`config.mk`:
```
export PLATFORM = sky130hd
export DESIGN_NAME = pause_ctl
export DESIGN_NICKNAME = d
export VERILOG_FILES = /design/src/rtl/pause_ctl_pkg.sv /design/src/rtl/pause_ctl_rgb_dimmer.sv /design/src/rtl/pause_ctl.sv
export SDC_FILE = /design/constraint.sdc
export NUM_CORES = 1
export LEC_CHECK = 0
export BUFFER_PORTS_ARGS = -buffer_cell sky130_fd_sc_hd__clkbuf_2
export CORE_ASPECT_RATIO = 1.4
export CORE_MARGIN = 2
export CORE_UTILIZATION = 32
export CTS_CLUSTER_DIAMETER = 120
export CTS_CLUSTER_SIZE = 12
export DETAILED_ROUTE_END_ITERATION = 7
export PLACE_DENSITY = 0.59
export SYNTH_ARGS = -nofsm -noshare
export SYNTH_HDL_FRONTEND = slang
export SYNTH_SLANG_ARGS = --single-unit
```
`constraint.sdc`:
```
create_clock -name clk_sys -period 7.52 [get_ports clk_sys]
set_input_delay 0.752 -clock clk_sys [delete_from_list [all_inputs] [get_ports clk_sys]]
set_output_delay 0.752 -clock clk_sys [all_outputs]
set_load 0.02 [all_outputs]
```
`src/rtl/pause_ctl_pkg.sv`:
```
// Shared types and constants for the pause/dim controller.
// ms_cycles() converts a clock rate in MHz into clocks per millisecond.
package pause_pkg;

   typedef enum logic [1:0] {IDLE, WAIT, FADE, HOLD} pause_state_e;

   localparam int OPT_OSD = 0;
   localparam int OPT_DIM = 1;

   // A rate of 0 means one clock per millisecond, so fade timing can be exercised in short runs.
   function automatic int ms_cycles(input int clkspd);
      return (clkspd < 1) ? 1 : clkspd * 1000;
   endfunction

endpackage

```
`src/rtl/pause_ctl_rgb_dimmer.sv`:
```
// Registered per-channel right shifter: each colour field of {r,g,b} is
// shifted by dim_level on its own, zero-filled, with one clock of latency.
module rgb_dimmer #(
   parameter int RW        = 3,
   parameter int GW        = 3,
   parameter int BW        = 2,
   parameter int DIM_SHIFT = 1
) (
   input  logic                          clk_sys,
   input  logic                          reset,
   input  logic [$clog2(DIM_SHIFT+1)-1:0] dim_level,
   input  logic [RW-1:0]                 r,
   input  logic [GW-1:0]                 g,
   input  logic [BW-1:0]                 b,
   output logic [RW+GW+BW-1:0]           rgb_out
);

   logic [RW+GW+BW-1:0] rgb_d;
   logic [RW+GW+BW-1:0] rgb_q;

   always_comb begin
      rgb_d = {r >> dim_level, g >> dim_level, b >> dim_level};
   end

   always_ff @(posedge clk_sys) begin
      if (reset) begin
         rgb_q <= '0;
      end else begin
         rgb_q <= rgb_d;
      end
   end

   assign rgb_out = rgb_q;

endmodule

```
`src/rtl/pause_ctl.sv`:
```
// Merges user/engine/OSD pause sources into a registered pause_cpu and fades
// the video in DIM_SHIFT steps once the core has been paused for DIM_SEC seconds.
module pause_ctl
   import pause_pkg::*;
#(
   parameter int RW        = 3,
   parameter int GW        = 3,
   parameter int BW        = 2,
   parameter int CLKSPD    = 12,
   parameter int NREQ      = 2,
   parameter int DIM_SEC   = 10,
   parameter int DIM_SHIFT = 1,
   parameter int STEP_MS   = 125
) (
   input  logic                           clk_sys,
   input  logic                           reset,
   input  logic                           user_button,
   input  logic [NREQ-1:0]                pause_request,
   input  logic                           OSD_STATUS,
   input  logic [1:0]                     options,
   input  logic [RW-1:0]                  r,
   input  logic [GW-1:0]                  g,
   input  logic [BW-1:0]                  b,
   output logic [RW+GW+BW-1:0]            rgb_out,
   output logic                           pause_cpu,
   output logic [$clog2(DIM_SHIFT+1)-1:0] dim_level
);

   localparam int PRE_MAX = ms_cycles(CLKSPD) - 1;
   localparam int PW      = (PRE_MAX > 0) ? $clog2(PRE_MAX + 1) : 1;
   localparam int WAIT_MS = DIM_SEC * 1000;
   localparam int MS_MAX  = (WAIT_MS > STEP_MS) ? WAIT_MS : STEP_MS;
   localparam int MW      = $clog2(MS_MAX + 1);
   localparam int DLW     = $clog2(DIM_SHIFT + 1);
   localparam int MIN_W   = (RW < GW) ? ((RW < BW) ? RW : BW) : ((GW < BW) ? GW : BW);

   localparam logic [PW-1:0]  PRE_MAX_C = PW'(PRE_MAX);
   localparam logic [MW-1:0]  WAIT_C    = MW'(WAIT_MS);
   localparam logic [MW-1:0]  STEP_C    = MW'(STEP_MS);
   localparam logic [MW-1:0]  MS_MAX_C  = MW'(MS_MAX);
   localparam logic [DLW-1:0] DIM_MAX_C = DLW'(DIM_SHIFT);

   generate
      if (DIM_SHIFT < 1 || DIM_SHIFT > MIN_W) begin : g_bad_dim_shift
         $error("pause_ctl: DIM_SHIFT must lie in 1..min(RW,GW,BW)");
      end
      if (NREQ < 1 || DIM_SEC < 1 || STEP_MS < 1) begin : g_bad_counts
         $error("pause_ctl: NREQ, DIM_SEC and STEP_MS must be at least 1");
      end
   endgenerate

   logic           btn_q, btn_d;
   logic           toggle_q, toggle_d;
   logic           pause_q, pause_d;
   pause_state_e   state_q, state_d;
   logic [PW-1:0]  pre_q, pre_d;
   logic [MW-1:0]  ms_q, ms_d;
   logic [DLW-1:0] dim_q, dim_d;
   logic           tick;
   logic           dim_en;
   logic [MW-1:0]  ms_inc;

   always_comb begin
      btn_d    = user_button;
      toggle_d = toggle_q ^ (user_button & ~btn_q);
      pause_d  = toggle_q | (|pause_request) | (OSD_STATUS & options[OPT_OSD]);
      dim_en   = options[OPT_DIM];
      tick     = (pre_q == PRE_MAX_C);
      ms_inc   = (ms_q == MS_MAX_C) ? ms_q : ms_q + MW'(tick);

      state_d = state_q;
      pre_d   = pre_q;
      ms_d    = ms_q;
      dim_d   = dim_q;

      // The FSM follows the next pause value so a release clears dimming on the same edge.
      if (!pause_d) begin
         state_d = IDLE;
         pre_d   = '0;
         ms_d    = '0;
         dim_d   = '0;
      end else begin
         if (state_q == WAIT || state_q == FADE) begin
            pre_d = tick ? '0 : pre_q + PW'(1);
         end
         case (state_q)
            IDLE: state_d = WAIT;
            WAIT: begin
               ms_d = ms_inc;
               if (dim_en && ms_inc >= WAIT_C) begin
                  state_d = FADE;
                  ms_d    = '0;
               end
            end
            FADE: begin
               if (!dim_en) begin
                  state_d = WAIT;
                  ms_d    = '0;
                  dim_d   = '0;
               end else begin
                  ms_d = ms_inc;
                  if (ms_inc >= STEP_C) begin
                     ms_d  = '0;
                     dim_d = dim_q + DLW'(1);
                     if (dim_q + DLW'(1) == DIM_MAX_C) state_d = HOLD;
                  end
               end
            end
            HOLD: begin
               if (!dim_en) begin
                  state_d = WAIT;
                  ms_d    = '0;
                  dim_d   = '0;
               end
            end
            default: state_d = IDLE;
         endcase
      end
   end

   always_ff @(posedge clk_sys) begin
      if (reset) begin
         btn_q    <= 1'b0;
         toggle_q <= 1'b0;
         pause_q  <= 1'b0;
         state_q  <= IDLE;
         pre_q    <= '0;
         ms_q     <= '0;
         dim_q    <= '0;
      end else begin
         btn_q    <= btn_d;
         toggle_q <= toggle_d;
         pause_q  <= pause_d;
         state_q  <= state_d;
         pre_q    <= pre_d;
         ms_q     <= ms_d;
         dim_q    <= dim_d;
      end
   end

   assign pause_cpu = pause_q;
   assign dim_level = dim_q;

   rgb_dimmer #(
      .RW        (RW),
      .GW        (GW),
      .BW        (BW),
      .DIM_SHIFT (DIM_SHIFT)
   ) u_dimmer (
      .clk_sys   (clk_sys),
      .reset     (reset),
      .dim_level (dim_q),
      .r         (r),
      .g         (g),
      .b         (b),
      .rgb_out   (rgb_out)
   );

endmodule
```
==> flow_metrics.py <==
metrics = {
    "timing": {
        "fin_crit_sh_pct": 52.1,
        "holdWs_ns": 0.485,
        "max_freq_mhz": 255,
        "worst_clock_skew_ns": 0.00400,
        "drv_slew": 0,
        "tightest_slew_ns": 0.770,
        "finalSetupTns_ns": 0,
        "worst_slew_margin_rel_pct": 48.5,
        "worst_slack_ns": 3.60,
        "rsz0062_at_grt": "no",
        "layout_min_cycle_time_ns": 3.92,
        "final-hold-violation-count": 0,
        "setup_violations": 0,
    },
    "placed_design": {
        "place_congestion": 0.952,
        "port_buffers": 25,
        "placed_area_um2": 2660,
        "hpwl_mm": 4.53,
        "post-place-ws_ns": 3.65,
    },
    "synth": {
        "synth_flop_cell": "dfxtp_1",
        "synth_nets": 325,
        "ys_async_sr_fraction_pct": 0,
        "syn_area_um2": 2530,
        "ys_seq_elements": 42,
        "yosys_warnings": 0,
        "synth.avg_cell_area_um2": 8.36,
        "synthCells": 303,
        "ys_seq_area_share_pct": 33.2,
        "synth_cell_type_count": 48,
        "synth_edf_count": 0,
    },
    "global_route": {
        "grt_pass1_wl_mm": 10.4,
        "grt_pass1_vias": 2183,
        "antenna_found_initial": 0,
        "overflow": 0,
        "gr-usage-all-layers_pct": 15.1,
        "grt_start_max_net_pins": 18,
    },
    "critical_path": {
        "start_kind": "flop",
        "end_kind": "flop",
        "crit_type": "flop to flop",
        "critPathArrivalTime_ns": 4.13,
        "critPathMaxFanout": 17,
        "cp.required_ns": 7.73,
    },
    "clock_network": {
        "hold_buffers": 0,
        "post_cts_buffers": 0,
        "htree_num_levels": 2,
        "cts_buffer_depth": 2,
        "cts.sinks": 42,
        "cts_buffers": 5,
        "cts_tree": "done",
        "cts_root_buffer": "clkbuf_8",
        "cts-resized-gates": 0,
        "clk_pin_slew_ns": 0.09,
        "clk_latency_ns": 0.30,
    },
    "floorplan": {
        "pin_count": 26,
        "die_w_um": 79.2,
        "start_util_pct": 32.9,
        "num_rows": 38,
        "die_y_um": 109,
        "core_um2": 7700,
        "die_area_um2": 8660,
    },
    "routing": {
        "routed_wl_mm": 6.18,
        "viasPerCell": 5.39,
        "postRouteAntennaNets": 0,
        "detail_route.wl_per_cell_um": 14.9,
        "drt-pass1-iter-count": 4,
        "num_vias": 2233,
        "drc": 0,
        "first_iter_violations": 236,
    },
    "cells_and_area": {
        "drive_gt1_share_pct": 15.9,
        "fin_nets": 335,
        "seqCellArea_um2": 841,
        "multi_input_area_um2": 1530,
        "syn_to_final_growth_pct": 8.74,
        "fillers": 815,
        "final_area_um2": 2760,
        "n_antenna_cell": 0,
    },
    "power_and_ir_drop": {
        "cellInternalPower_uw": 323,
        "p_per_area_nw_per_um2": 162,
        "irDropWorstVdd_uv": 95.1,
        "combPwrFrac_pct": 11.7,
        "p_leak_uw": 0.000994,
        "p_seq_share_pct": 52.1,
        "finalPower_uw": 446,
        "net-switching-power_uw": 123,
        "sw_frac_of_total_pct": 27.5,
        "pwr-share-clk_pct": 36.2,
    },
    "outcome": {
        "status": "finished, final reports clean",
    },
    "hold_path": {
        "hold_path.class": "flop to flop",
    },
    "job": {
        "maxCapViolations": 0,
    },
}
## worst max-delay path, stage by stage, from the launching register on
cell	delay, ns
dfxtp_1	0.38
ha_1	0.18
nand4_1	0.10
nor4_1	0.15
and3_1	0.21
ha_1	0.21
ha_1	0.44
nand4_2	0.29
xnor2_1	0.22
nor3_2	0.15
o2111ai_2	0.16
o32ai_4	0.72
nand3_4	0.28
o311ai_2	0.31
## per-layer routing
| layer | global-route usage (%) | share of wire [%] |
|---|---|---|
| met1 | 17.4 | 42 |
| met2 | 26.8 | 51 |
| met3 | 2.90 | 3.3 |
| met4 | 6.77 | 3.7 |
| met5 | 0 | 0 |
## logic make-up after synthesis
| kind of cell | share of synthesized area [%] |
|---|---|
| XOR/XNOR | 6.22 |
| AO/OA/AOI/OAI | 16.5 |
| adder cells (fa/ha/maj) | 2.96 |
| buffers and inverters | 6.37 |
| multiplexers | 3.56 |
| AND/OR/NAND/NOR | 31.2 |
| flip-flops | 33.2 |
## sequential cells by signal, indices dropped and copies added (netlist names)
| signal | count |
|---|---|
| state_q | 2 |
| dim_level | 1 |
| u_dimmer.rgb_out | 8 |
| ms_q | 14 |
| btn_q | 1 |
| toggle_q | 1 |
| pre_q | 14 |
| pause_cpu | 1 |
## worst paths after layout
| check | startpoint | end | slack, ns | depth (start not counted) |
|---|---|---|---|---|
| worst max register to register | pre_q[0]$_SDFFE_PP0P_ | ms_q[6]$_SDFFE_PP0P_ | 3.60 | 13 |
| worst min-delay path | ms_q[0]$_SDFFE_PP0P_ | ms_q[0]$_SDFFE_PP0P_ | 0.49 | 2 |
| worst min register to register | ms_q[0]$_SDFFE_PP0P_ | ms_q[0]$_SDFFE_PP0P_ | 0.49 | 2 |
| worst max-delay path | pre_q[0]$_SDFFE_PP0P_ | ms_q[6]$_SDFFE_PP0P_ | 3.60 | 13 |
## Yosys cell counts, drive strengths merged, types with 2 or more instances
library cell / number / share of area, %
a21oi: 7 / 1.4
a21o: 2 / 0.59
nand2b: 3 / 0.74
or4: 2 / 0.59
nand4: 12 / 3.8
o22ai: 3 / 0.74
buf: 12 / 3.6
nor3: 9 / 2.0
and3: 14 / 3.5
or3: 4 / 0.99
o21ai: 13 / 2.7
inv: 9 / 1.3
dfxtp: 42 / 33
and2: 4 / 0.99
nor4: 6 / 1.5
ha: 6 / 3.0
nand2: 26 / 3.9
nand3: 27 / 5.8
clkbuf: 10 / 1.5
a41oi: 4 / 1.4
and4: 2 / 0.69
xnor2: 7 / 2.4
o211ai: 3 / 1.4
o311ai: 5 / 3.2
nor2: 32 / 4.7
nor2b: 4 / 0.99
xor2: 11 / 3.8
mux2i: 9 / 3.6
o31ai: 2 / 0.59
a31oi: 3 / 0.74
## area by class of cell
| cell class | instances | share of cell area (%) |
|---|---|---|
| clock buffers | 6 | 3.00 |
| clock inverters | 2 | 0.590 |
| inverters | 9 | 1.23 |
| multi-input cells | 230 | 55.6 |
| flip-flops and latches | 42 | 30.5 |
| well taps | 100 | 4.54 |
| repair buffers | 25 | 4.54 |
## cells in the final DEF, fill, tap and decap left out, types with 2 or more instances in the layout
master and n:
xnor2_1 7, o31ai_1 2, a21oi_1 7, ha_1 6
a31oi_1 3, or4_1 2, nand2b_1 3, dfxtp_1 42
nand4_1 10, nor3_1 8, o211ai_1 2, nand2_1 26
xor2_1 11, or3_1 4, mux2i_1 9, and3_1 14
o21ai_0 12, clkbuf_2 25, nor2b_1 4, a41oi_1 4
clkbuf_8 6, nor2_1 32, and2_1 4, and4_1 2
inv_1 9, o22ai_1 3, nand3_1 26, nor4_1 6
o311ai_2 5, a21o_1 2
## per-stage QoR
step / utilization, % / instances
3_5_place_dp: 34.5 / 406
4_1_cts: 35.8 / 414
6_report: 35.8 / 414
5_1_grt: 35.8 / 414
3_3_place_gp: 34.5 / 406
2_1_floorplan: - / 303
## power groups by stage
stage	sequential [uW]	clock [uW]	combinational [uW]
finish	232	162	52.0
global route	233	175	57.8
CTS	233	169	52.7
detailed placement	238	0	52.4
global placement	237	0	51.8
floorplan	241	0	33.3
Power figures use the tool's default switching activity.
